==> config.mk <==
export PLATFORM = sky130hd
export DESIGN_NAME = stack_op_sequencer_flat
export DESIGN_NICKNAME = d
export VERILOG_FILES = /design/src/rtl/stack_op_sequencer_if.sv /design/src/rtl/stack_op_sequencer.sv /design/src/flat_wrapper.sv
export SDC_FILE = /design/constraint.sdc
export NUM_CORES = 1
export LEC_CHECK = 0
export ABC_AREA = 1
export BUFFER_PORTS_ARGS = -buffer_cell sky130_fd_sc_hd__buf_2
export CAP_MARGIN = 5
export CORE_MARGIN = 2
export CORE_UTILIZATION = 40
export DETAILED_ROUTE_END_ITERATION = 6
export PLACE_DENSITY = 0.64
export REMOVE_ABC_BUFFERS = 1
export SETUP_SLACK_MARGIN = 0.05
export SYNTH_ARGS = -nofsm -noshare
export SYNTH_HDL_FRONTEND = slang
export SYNTH_SLANG_ARGS = --single-unit
==> constraint.sdc <==
create_clock -name clk -period 12.8 [get_ports clk]
set_input_delay 1.92 -clock clk [delete_from_list [all_inputs] [get_ports clk]]
set_output_delay 1.92 -clock clk [all_outputs]
set_load 0.02 [all_outputs]
==> src/rtl/stack_op_sequencer_if.sv <==
// Command/result and stack micro-op signals for stack_op_sequencer.
// slave = sequencer side, master = execute stage plus attached stack.
interface stack_op_sequencer_if #(
  parameter int STACKDATA = 32,
  parameter int STACKSIZE = 65536
);
  localparam int DW = $clog2(STACKSIZE) + 1;

  logic                 cmd_valid;
  logic [2:0]           cmd;
  logic                 cmd_ready;
  logic [STACKDATA-1:0] push_value;
  logic [STACKDATA-1:0] result_a;
  logic [STACKDATA-1:0] result_b;
  logic                 done;
  logic                 error;
  logic [DW-1:0]        depth;
  logic                 stack_trigger;
  logic                 stack_push;
  logic [STACKDATA-1:0] stack_write_value;
  logic [STACKDATA-1:0] stack_read_value;
  logic                 stack_done;

  modport slave (
    input  cmd_valid, cmd, push_value, stack_read_value, stack_done,
    output cmd_ready, result_a, result_b, done, error, depth,
           stack_trigger, stack_push, stack_write_value
  );

  modport master (
    output cmd_valid, cmd, push_value, stack_read_value, stack_done,
    input  cmd_ready, result_a, result_b, done, error, depth,
           stack_trigger, stack_push, stack_write_value
  );
endinterface

==> src/rtl/stack_op_sequencer.sv <==
// Splits PUSH/POP/POP2/DUP/SWAP into single push/pop micro-ops on the stack handshake.
// Optional STACK_DEPTH_CHECK_EN rejects commands that would under/overflow the stack.
module stack_op_sequencer #(
  parameter int STACKDATA = 32,
  parameter int STACKSIZE = 65536
) (
  input  logic                 clk,
  input  logic                 rst,
  stack_op_sequencer_if.slave  bus
);
  localparam int DW = $clog2(STACKSIZE) + 1;

  localparam logic [1:0] S_IDLE   = 2'd0;
  localparam logic [1:0] S_ISSUE  = 2'd1;
  localparam logic [1:0] S_WAIT   = 2'd2;
  localparam logic [1:0] S_FINISH = 2'd3;

  localparam logic [2:0] C_PUSH = 3'd1;
  localparam logic [2:0] C_POP  = 3'd2;
  localparam logic [2:0] C_POP2 = 3'd3;
  localparam logic [2:0] C_DUP  = 3'd4;
  localparam logic [2:0] C_SWAP = 3'd5;

  localparam logic [1:0] D_A = 2'd0;
  localparam logic [1:0] D_B = 2'd1;
  localparam logic [1:0] D_T = 2'd2;

  logic [1:0]           r_state;
  logic [2:0]           r_cmd;
  logic [1:0]           r_idx;
  logic [STACKDATA-1:0] r_value;
  logic [STACKDATA-1:0] r_tmp;
  logic [STACKDATA-1:0] r_a;
  logic [STACKDATA-1:0] r_b;
  logic [DW-1:0]        r_depth;
  logic                 r_err;

  logic                 w_push;
  logic                 w_last;
  logic [1:0]           w_dst;
  logic [STACKDATA-1:0] w_wval;
  logic                 w_accept;
  logic                 w_known;
  logic                 w_reject;

  // Micro-op currently selected by (r_cmd, r_idx)
  always_comb begin
    w_push = 1'b0;
    w_last = 1'b1;
    w_dst  = D_A;
    w_wval = r_value;
    case (r_cmd)
      C_PUSH: w_push = 1'b1;
      C_POP:  w_dst  = D_A;
      C_POP2: begin
        w_dst  = (r_idx == 2'd0) ? D_A : D_B;
        w_last = (r_idx == 2'd1);
      end
      C_DUP: begin
        w_dst  = D_T;
        w_push = (r_idx != 2'd0);
        w_wval = r_tmp;
        w_last = (r_idx == 2'd2);
      end
      C_SWAP: begin
        w_dst  = (r_idx == 2'd0) ? D_A : D_B;
        w_push = (r_idx >= 2'd2);
        w_wval = (r_idx == 2'd2) ? r_a : r_b;
        w_last = (r_idx == 2'd3);
      end
      default: ;
    endcase
  end

  assign w_accept = bus.cmd_valid && (r_state == S_IDLE);
  assign w_known  = (bus.cmd >= C_PUSH) && (bus.cmd <= C_SWAP);

`ifdef STACK_DEPTH_CHECK_EN
  always_comb begin
    w_reject = 1'b0;
    case (bus.cmd)
      C_PUSH:         w_reject = (r_depth == DW'(STACKSIZE));
      C_POP:          w_reject = (r_depth == '0);
      C_DUP:          w_reject = (r_depth == '0) || (r_depth == DW'(STACKSIZE));
      C_POP2, C_SWAP: w_reject = (r_depth < DW'(2));
      default:        w_reject = 1'b0;
    endcase
  end
`else
  assign w_reject = 1'b0;
`endif

  always_ff @(posedge clk or posedge rst) begin
    if (rst) begin
      r_state <= S_IDLE;
      r_cmd   <= '0;
      r_idx   <= '0;
      r_value <= '0;
      r_tmp   <= '0;
      r_a     <= '0;
      r_b     <= '0;
      r_depth <= '0;
      r_err   <= 1'b0;
    end else begin
      case (r_state)
        S_IDLE: if (w_accept) begin
          r_cmd   <= bus.cmd;
          r_value <= bus.push_value;
          r_idx   <= '0;
          r_err   <= w_reject;
          r_state <= (w_known && !w_reject) ? S_ISSUE : S_FINISH;
        end
        S_ISSUE: r_state <= S_WAIT;
        S_WAIT: if (bus.stack_done) begin
          if (!w_push) begin
            case (w_dst)
              D_A:     r_a   <= bus.stack_read_value;
              D_B:     r_b   <= bus.stack_read_value;
              default: r_tmp <= bus.stack_read_value;
            endcase
          end
          r_depth <= w_push ? r_depth + DW'(1) : r_depth - DW'(1);
          if (w_last) begin
            r_state <= S_FINISH;
          end else begin
            r_idx   <= r_idx + 2'd1;
            r_state <= S_ISSUE;
          end
        end
        default: begin
          r_err   <= 1'b0;
          r_state <= S_IDLE;
        end
      endcase
    end
  end

  assign bus.cmd_ready         = (r_state == S_IDLE);
  assign bus.stack_trigger     = (r_state == S_ISSUE);
  assign bus.stack_push        = (r_state == S_ISSUE) && w_push;
  assign bus.stack_write_value = (r_state == S_ISSUE) ? w_wval : '0;
  assign bus.done              = (r_state == S_FINISH);
  assign bus.error             = (r_state == S_FINISH) && r_err;
  assign bus.result_a          = r_a;
  assign bus.result_b          = r_b;
  assign bus.depth             = r_depth;
endmodule

==> src/flat_wrapper.sv <==
// flat-port wrapper written by rule: the top's interface ports become plain ports
module stack_op_sequencer_flat 
#(
  parameter int STACKDATA = 32,
  parameter int STACKSIZE = 65536
)
  (clk, rst, bus_cmd_valid, bus_cmd, bus_push_value, bus_stack_read_value, bus_stack_done, bus_cmd_ready, bus_result_a, bus_result_b, bus_done, bus_error, bus_depth, bus_stack_trigger, bus_stack_push, bus_stack_write_value);
  stack_op_sequencer_if #(.STACKDATA(STACKDATA), .STACKSIZE(STACKSIZE)) bus_i ();
  input  logic clk;
  input  logic rst;
  input wire logic [$bits(bus_i.cmd_valid)-1:0] bus_cmd_valid;
  input wire logic [$bits(bus_i.cmd)-1:0] bus_cmd;
  input wire logic [$bits(bus_i.push_value)-1:0] bus_push_value;
  input wire logic [$bits(bus_i.stack_read_value)-1:0] bus_stack_read_value;
  input wire logic [$bits(bus_i.stack_done)-1:0] bus_stack_done;
  output wire logic [$bits(bus_i.cmd_ready)-1:0] bus_cmd_ready;
  output wire logic [$bits(bus_i.result_a)-1:0] bus_result_a;
  output wire logic [$bits(bus_i.result_b)-1:0] bus_result_b;
  output wire logic [$bits(bus_i.done)-1:0] bus_done;
  output wire logic [$bits(bus_i.error)-1:0] bus_error;
  output wire logic [$bits(bus_i.depth)-1:0] bus_depth;
  output wire logic [$bits(bus_i.stack_trigger)-1:0] bus_stack_trigger;
  output wire logic [$bits(bus_i.stack_push)-1:0] bus_stack_push;
  output wire logic [$bits(bus_i.stack_write_value)-1:0] bus_stack_write_value;
  assign bus_i.cmd_valid = bus_cmd_valid;
  assign bus_i.cmd = bus_cmd;
  assign bus_i.push_value = bus_push_value;
  assign bus_i.stack_read_value = bus_stack_read_value;
  assign bus_i.stack_done = bus_stack_done;
  assign bus_cmd_ready = bus_i.cmd_ready;
  assign bus_result_a = bus_i.result_a;
  assign bus_result_b = bus_i.result_b;
  assign bus_done = bus_i.done;
  assign bus_error = bus_i.error;
  assign bus_depth = bus_i.depth;
  assign bus_stack_trigger = bus_i.stack_trigger;
  assign bus_stack_push = bus_i.stack_push;
  assign bus_stack_write_value = bus_i.stack_write_value;
  stack_op_sequencer #(.STACKDATA(STACKDATA), .STACKSIZE(STACKSIZE)) u_core (.clk(clk), .rst(rst), .bus(bus_i));
endmodule
==> qor.txt, run 1 <==
Crit path kind = flop to primary output
Drt via density = 4.83
# IOs = 189
Die Area = 20700 µm²
Crit share post-route = 41.2%
First-pass GRT wire length = 34200 µm
Crit path DAT = 3.35 ns
Worst-Skew Late Latency = 0.42 ns
Fmax = 190 MHz
Overflow after GRT = 0
Core footprint = 19300 µm²
Final TNS setup = 0 ns
EDFF count, synth = 0
Final-report hold violation count = 0
Ys Warns = 0
Layout Nets = 1215
Largest net degree at the start of global routing = 82
H-tree Lvls = 4
Outcome = finished, final reports clean
Row count = 51
Mapped Cells = 959
Gr usage total = 21.4%
Routability cong. = 0.867
Post-CTS sizing = 0
Delay-heaviest family, CP = buffers and inverters
WL/cell = 15.1 µm
Reg clk slew, reported paths = 0.06 ns
Slowest library cell on the worst path = ha_2
Starting Density = 40.5%
Clock skew = 0.00799 ns
Initial antenna violation count = 5
Req. time, crit path = 10.88 ns
Crit path cell chain = inv_1 > ha_2 > clkinv_2 > nand3_1 > nand2_1 > nand2_2 > inv_1 > nor2_1 > buf_2
CTS Buffer Depth = 2
Minimum clock period after layout = 5.27 ns
Die height = 144 µm
Worst-margin pin slew = 1.02 ns
Most common cell on crit path = inv_1
Unrepaired setup endpoints after global routing = no
Synth Cell Area = 7830 µm²
Maxcap violations = 0
Post-Route Hold Slack = 0.507 ns
Layout cell share with drive strength beyond 1 = 24.6%
Final setup vio count = 0
Bufs and invs on worst path = 4
CTS tree = yes
Avg Cell Area, Syn = 8.17 µm²
Startpoint Class = flop
Pwr per Cell Area = 293 nW/µm²
CTS Buf Count = 17
Critical path fanouts, max = 33
Fin. max-slew vios = 0
Slowest stage delay, CP = 0.75 ns
Post-DP HPWL = 14500 µm
Post-synth cell types = 35
Hold_buf cts = 0
Worst Setup End Kind = primary output
Rel. slew slack = 31.4%
Number of global-route vias before repair = 6577
DRC = 0
Final Total Pwr = 0.00278 W
Via count = 6788
Sequential area share after synthesis = 48.6%
P_leak = 5.15 nW
Routed WL = 21200 µm
Area grow syn2layout = 21.3%
IO buf count = 187
Async SR Flop Fraction = 100%
Post-route ant nets = 0
Drt initial violations = 333
Synth Flop Type = dfrtp_1
Post-CTS setup buffers = 0
Die X = 144 µm
CTS root buf = clkbuf_16
Max VDD drop = 0.000110 V
Hold Crit Class = flop to flop
Clock sink total = 152
Detailed Routing Iterations Pass 1 = 5
#FFs+latches synth = 152
## metrics by stage
stage	util (%)	instance area, µm²	instances	worst slack, ns
floorplan	-	7590	915	6.79
global placement	46.1	8910	1371	8.03
detailed placement	46.1	8910	1371	7.92
CTS	49.1	9500	1403	7.46
global route	49.1	9500	1404	7.22
finish	49.1	9500	1405	7.53
## cell type report
type | instances | area [µm²]
antenna | 2 | 5.00
clock buffer | 19 | 453
clock inverter | 13 | 133
fill | 1884 | 9830
inverter | 119 | 453
multi-input combinational | 644 | 3360
sequential | 152 | 3800
tap | 265 | 332
timing repair buffer | 191 | 966
## cells in the mapped netlist (all sizes together) (6+ instances only)
library cell / instances / area share (%)
clkbuf: 18 / 0.88
ha: 18 / 2.9
dfrtp: 152 / 49
nand3b: 6 / 0.58
mux2: 40 / 5.8
nand2: 318 / 15
a31oi: 21 / 1.7
inv: 118 / 5.7
o21ai: 90 / 5.8
nand3: 19 / 1.4
a21oi: 45 / 2.9
o221ai: 10 / 1.1
buf: 26 / 2.2
nor2: 48 / 2.5
## final timing paths
kind                                           startpoint                                   to  slack [ns]  depth (start not counted)
max reg2reg                   u_core.r_idx[0]$_DFFE_PP0P_     u_core.bus.depth[15]$_DFFE_PP0P_        8.78                         16
min in group asynchronous                             rst  u_core.bus.result_a[18]$_DFFE_PP0P_        1.65                          2
min reg2reg                u_core.r_value[26]$_DFFE_PP0P_       u_core.r_value[26]$_DFFE_PP0P_        0.51                          1
max in group asynchronous                             rst  u_core.bus.result_b[24]$_DFFE_PP0P_        9.75                          3
min                        u_core.r_value[26]$_DFFE_PP0P_       u_core.r_value[26]$_DFFE_PP0P_        0.51                          1
max                           u_core.r_idx[0]$_DFFE_PP0P_                       bus_stack_push        7.53                          9
## where the power goes
part	switching [W]	total (W)	leakage, nW	internal, W
Sequential	0.000162	0.000876	1.88	0.000715
Combinational	0.000896	0.00140	2.99	0.000508
Clock	0.000219	0.000503	0.281	0.000283
Total	0.00128	0.00278	5.15	0.00151
## registers in the layout, indices dropped and copies added (netlist names)
register and count:
u_core.r_value 32, u_core.r_tmp 32, u_core.r_state 2, u_core.bus.result_b 32
u_core.r_cmd 3, u_core.bus.depth 17, u_core.r_idx 2, u_core.bus.result_a 32
## placed cells by master, fill, tap and decap left out, drive strengths merged
master and count:
nor2 48, clkinvlp 3, buf 191, a21oi 45, nand3b 6, a31oi 21, o21ai 90, bufinv 1
fa 1, or2 5, nor3 5, nand4 2, diode 2, nand2 318, dfrtp 152, o221ai 10
xor2 2, mux2 40, xnor2 5, and2 1, nand3 19, o211ai 4, clkinv 4, ha 18
o21bai 2, a22oi 1, clkbuf 19, conb 1, inv 124
## routing by layer
layer / routed length, µm / track usage, % / vias up
li1: - / - / 3410
met1: 9700 / 28.3 / 3143
met2: 9550 / 33.7 / 200
met3: 1630 / 6.73 / 31
met4: 328 / 6.45 / 4
met5: 24 / 0 / -
## worst register-to-register path: cells and delay by family (launching register included)
kind                       cells  cell delay, ns
adders and majority gates      2            1.28
and+or+nand+nor               11            1.34
buffers and inverters          3            0.92
DFF                            1            0.40
## logic make-up after synthesis
family	Yosys count	synth area share [%]
XOR/XNOR	7	0.783
AND/OR/NAND/NOR	404	20.9
other	1	0.0479
multiplexers	40	5.75
AO/OA/AOI/OAI	173	12.1
flip-flops	152	48.6
adder cells (fa/ha/maj)	19	3.13
buffers and inverters	163	8.75
(Power assumes the default switching activity.)
==> inputs of run 2 (changes only) <==
--- a/config.mk
+++ b/config.mk
@@ -11,7 +11,7 @@
 export CORE_MARGIN = 2
 export CORE_UTILIZATION = 40
 export DETAILED_ROUTE_END_ITERATION = 6
-export PLACE_DENSITY = 0.64
+export PLACE_DENSITY = 0.66
 export REMOVE_ABC_BUFFERS = 1
 export SETUP_SLACK_MARGIN = 0.05
 export SYNTH_ARGS = -nofsm -noshare
==> constraint.sdc (replaced) <==
create_clock -name clk -period 4.8 [get_ports clk]
set_input_delay 0.72 -clock clk [delete_from_list [all_inputs] [get_ports clk]]
set_output_delay 0.72 -clock clk [all_outputs]
set_load 0.02 [all_outputs]
==> run 2 against run 1 <==
Core utilization is 0.13 points higher. Combinational power rose to 2.7 times the previous value. Power grew to 2.7 times the previous value. Largest power group unchanged. Clock power grew to 2.7 times the previous value. Die area unchanged. Via count shrank 0.55%. Final area up 0.26%. Worst setup slack worse by 6.3 ns. Clock skew up 0.0048 ns.
==> qor.txt, run 2 (synthesis gave the netlist of run 1 again) <==
Area taken by multi-input logic gates = 3360 µm² (unchanged)
Largest net degree at the start of global routing = 87 (+6.1%)
DRC = 0 (unchanged)
Hold_buf cts = 0 (unchanged)
Minimum clock period after layout = 3.57 ns
Fin. max-slew vios = 0 (unchanged)
Slowest stage delay, CP = 0.79 ns (+0.04 ns)
Layout cell share with drive strength beyond 1 = 24.7% (+0.13 points)
Via count = 6751 (-0.55%)
Die X = 144 µm (unchanged)
# IOs = 189 (unchanged)
Post-route ant nets = 0 (unchanged)
Req. time, crit path = 4.08 ns (-6.80 ns)
Most common cell on crit path = nand2_1
Drt via density = 4.80 (-0.62%)
Layout Nets = 1219 (+0.33%)
H-tree Lvls = 4 (unchanged)
Crit path kind = flop to primary output
Post-CTS sizing = 0 (unchanged)
CTS tree = yes
Bufs and invs on worst path = 2 (-2)
IO buf count = 187 (unchanged)
Number of global-route vias before repair = 6561 (-0.24%)
Starting Density = 40.5% (unchanged)
Crit path DAT = 2.85 ns (-0.50 ns)
Slowest library cell on the worst path = inv_1
Gr usage total = 21.4% (+0.042 points)
Core footprint = 19300 µm² (unchanged)
Detailed Routing Iterations Pass 1 = 5 (unchanged)
Area grow syn2layout = 21.6%
Die Area = 20700 µm² (unchanged)
WL/cell = 15.3 µm (+0.89%)
Routed WL = 21400 µm (+0.97%)
Filler cells = 1891 (+0.37%)
Most frequent cells in the layout = nand2_1 (314), buf_2 (187), dfrtp_1 (152)
Clock skew = 0.0128 ns (+0.00480 ns)
Row count = 51 (unchanged)
Routability cong. = 0.899 (+3.7%)
Maxcap violations = 0 (unchanged)
Register area = 3800 µm² (unchanged)
Final-report hold violation count = 0 (unchanged)
CTS Buf Count = 17 (unchanged)
Pwr per Cell Area = 782 nW/µm² (+170%)
Crit share post-route = 74.4%
Crit path cell chain = nor2_1 > nand2_1 > inv_1 > nand2_1 > a31oi_1 > buf_2
Worst-margin pin slew = 1.15 ns (+0.123 ns)
Outcome = finished, final reports clean
Rel. slew slack = 23.2% (-8.2 points)
Reg clk slew, reported paths = 0.07 ns (about the same)
Die height = 144 µm (unchanged)
Delay-heaviest family, CP = buffers and inverters
Unrepaired setup endpoints after global routing = no
Worst Setup End Kind = primary output
Post-CTS setup buffers = 0 (unchanged)
Critical path fanouts, max = 22 (-33%)
P_leak = 5.17 nW (+0.39%)
Clock sink total = 152 (unchanged)
Hold Crit Class = input port to asynchronous set/reset pin
Worst-Skew Late Latency = 0.43 ns (about the same)
Post-DP HPWL = 14400 µm (-0.90%)
Final setup vio count = 0 (unchanged)
Startpoint Class = flop
Initial antenna violation count = 3 (-2)
First-pass GRT wire length = 34000 µm (-0.48%)
CTS Buffer Depth = 2 (unchanged)
FF-to-FF setup slack = 1.65 ns (-7.13 ns)
Overflow after GRT = 0 (unchanged)
Max VDD drop = 0.000329 V (+200%)
Final core occ = 49.3% (+0.13 points)
Fmax = 280 MHz
CTS root buf = clkbuf_16
Drt initial violations = 361 (+8.4%)
Post-Route Hold Slack = 0.455 ns (-0.0519 ns)
Most common cell after layout, fill and taps aside = nand2_1
run 2: cell count changes in the layout (fill, tap and decap cells not counted):
cell        delta
inv_8          -1
clkinv_4       +1
buf_4          +4
clkinvlp_4     -1
bufinv_16      +1
inv_6          -1
diode_2        -1
clkbuf_8       -1
run 2: final timing paths:
path	startpoint	cells after the start	endpoint
setup / recovery	u_core.r_cmd[0]$_DFFE_PP0P_	6	bus_stack_write_value[14]
hold / removal	rst	2	u_core.bus.result_b[30]$_DFFE_PP0P_
setup reg to reg	u_core.r_idx[0]$_DFFE_PP0P_	16	u_core.bus.depth[15]$_DFFE_PP0P_
hold reg to reg	u_core.bus.result_a[15]$_DFFE_PP0P_	2	u_core.bus.result_a[15]$_DFFE_PP0P_
max in group asynchronous	rst	3	u_core.r_cmd[1]$_DFFE_PP0P_
min in group clk	u_core.bus.result_a[15]$_DFFE_PP0P_	2	u_core.bus.result_a[15]$_DFFE_PP0P_
run 2: final cells by class:
cell class	instances	share of cell area, %
antenna	1	0.0263
clock buffer	18	4.61
multi-input combinational	644	35.2
sequential	152	39.9
tap	265	3.48
timing repair buffer	195	10.5
clock inverter	12	1.51
inverter	119	4.76
run 2: worst reg2reg max path: stages (launching register included):
cell and delay, ns:
dfrtp_1 0.40, inv_1 0.11, ha_2 0.20, clkinv_2 0.25, nand3_1 0.18, nand2_1 0.09
nand2_2 0.16, inv_1 0.33, ha_1 0.51, nand2_1 0.14, nor3_1 0.21, and2_1 0.17
nand2_1 0.07, nand2_1 0.08, nand2_1 0.04, nand3_1 0.06, nand2_1 0.05
run 2: per-layer routing:
metal	global-route usage [%]	vias to the layer above	routed length (µm)
li1	-	3399	-
met1	28.5	3110	9710
met2	32.8	203	9610
met3	6.36	37	1590
met4	8.67	2	518
met5	0	-	7
run 2: power breakdown:
group          internal, W  total (W)  leakage, nW  switching, W
combinational      0.00136    0.00377         3.01       0.00240
clock             0.000783    0.00134        0.281      0.000556
sequential         0.00191    0.00234         1.88      0.000432
total              0.00405    0.00745         5.17       0.00339
run 2: through the flow:
step	power, W	setup WS (ns)	instances	setup TNS, ns	cell area, µm²
after CTS	0.00749	1.20	1405	0	9520
after global placement	0.00606	1.66	1375	0	8940
final	0.00745	1.23	1406	0	9530
after global routing	0.00809	0.990	1406	0	9530
after detailed placement	0.00612	1.63	1375	0	8940
after floorplan	0.00496	-0.0131	915	-1.99	7590
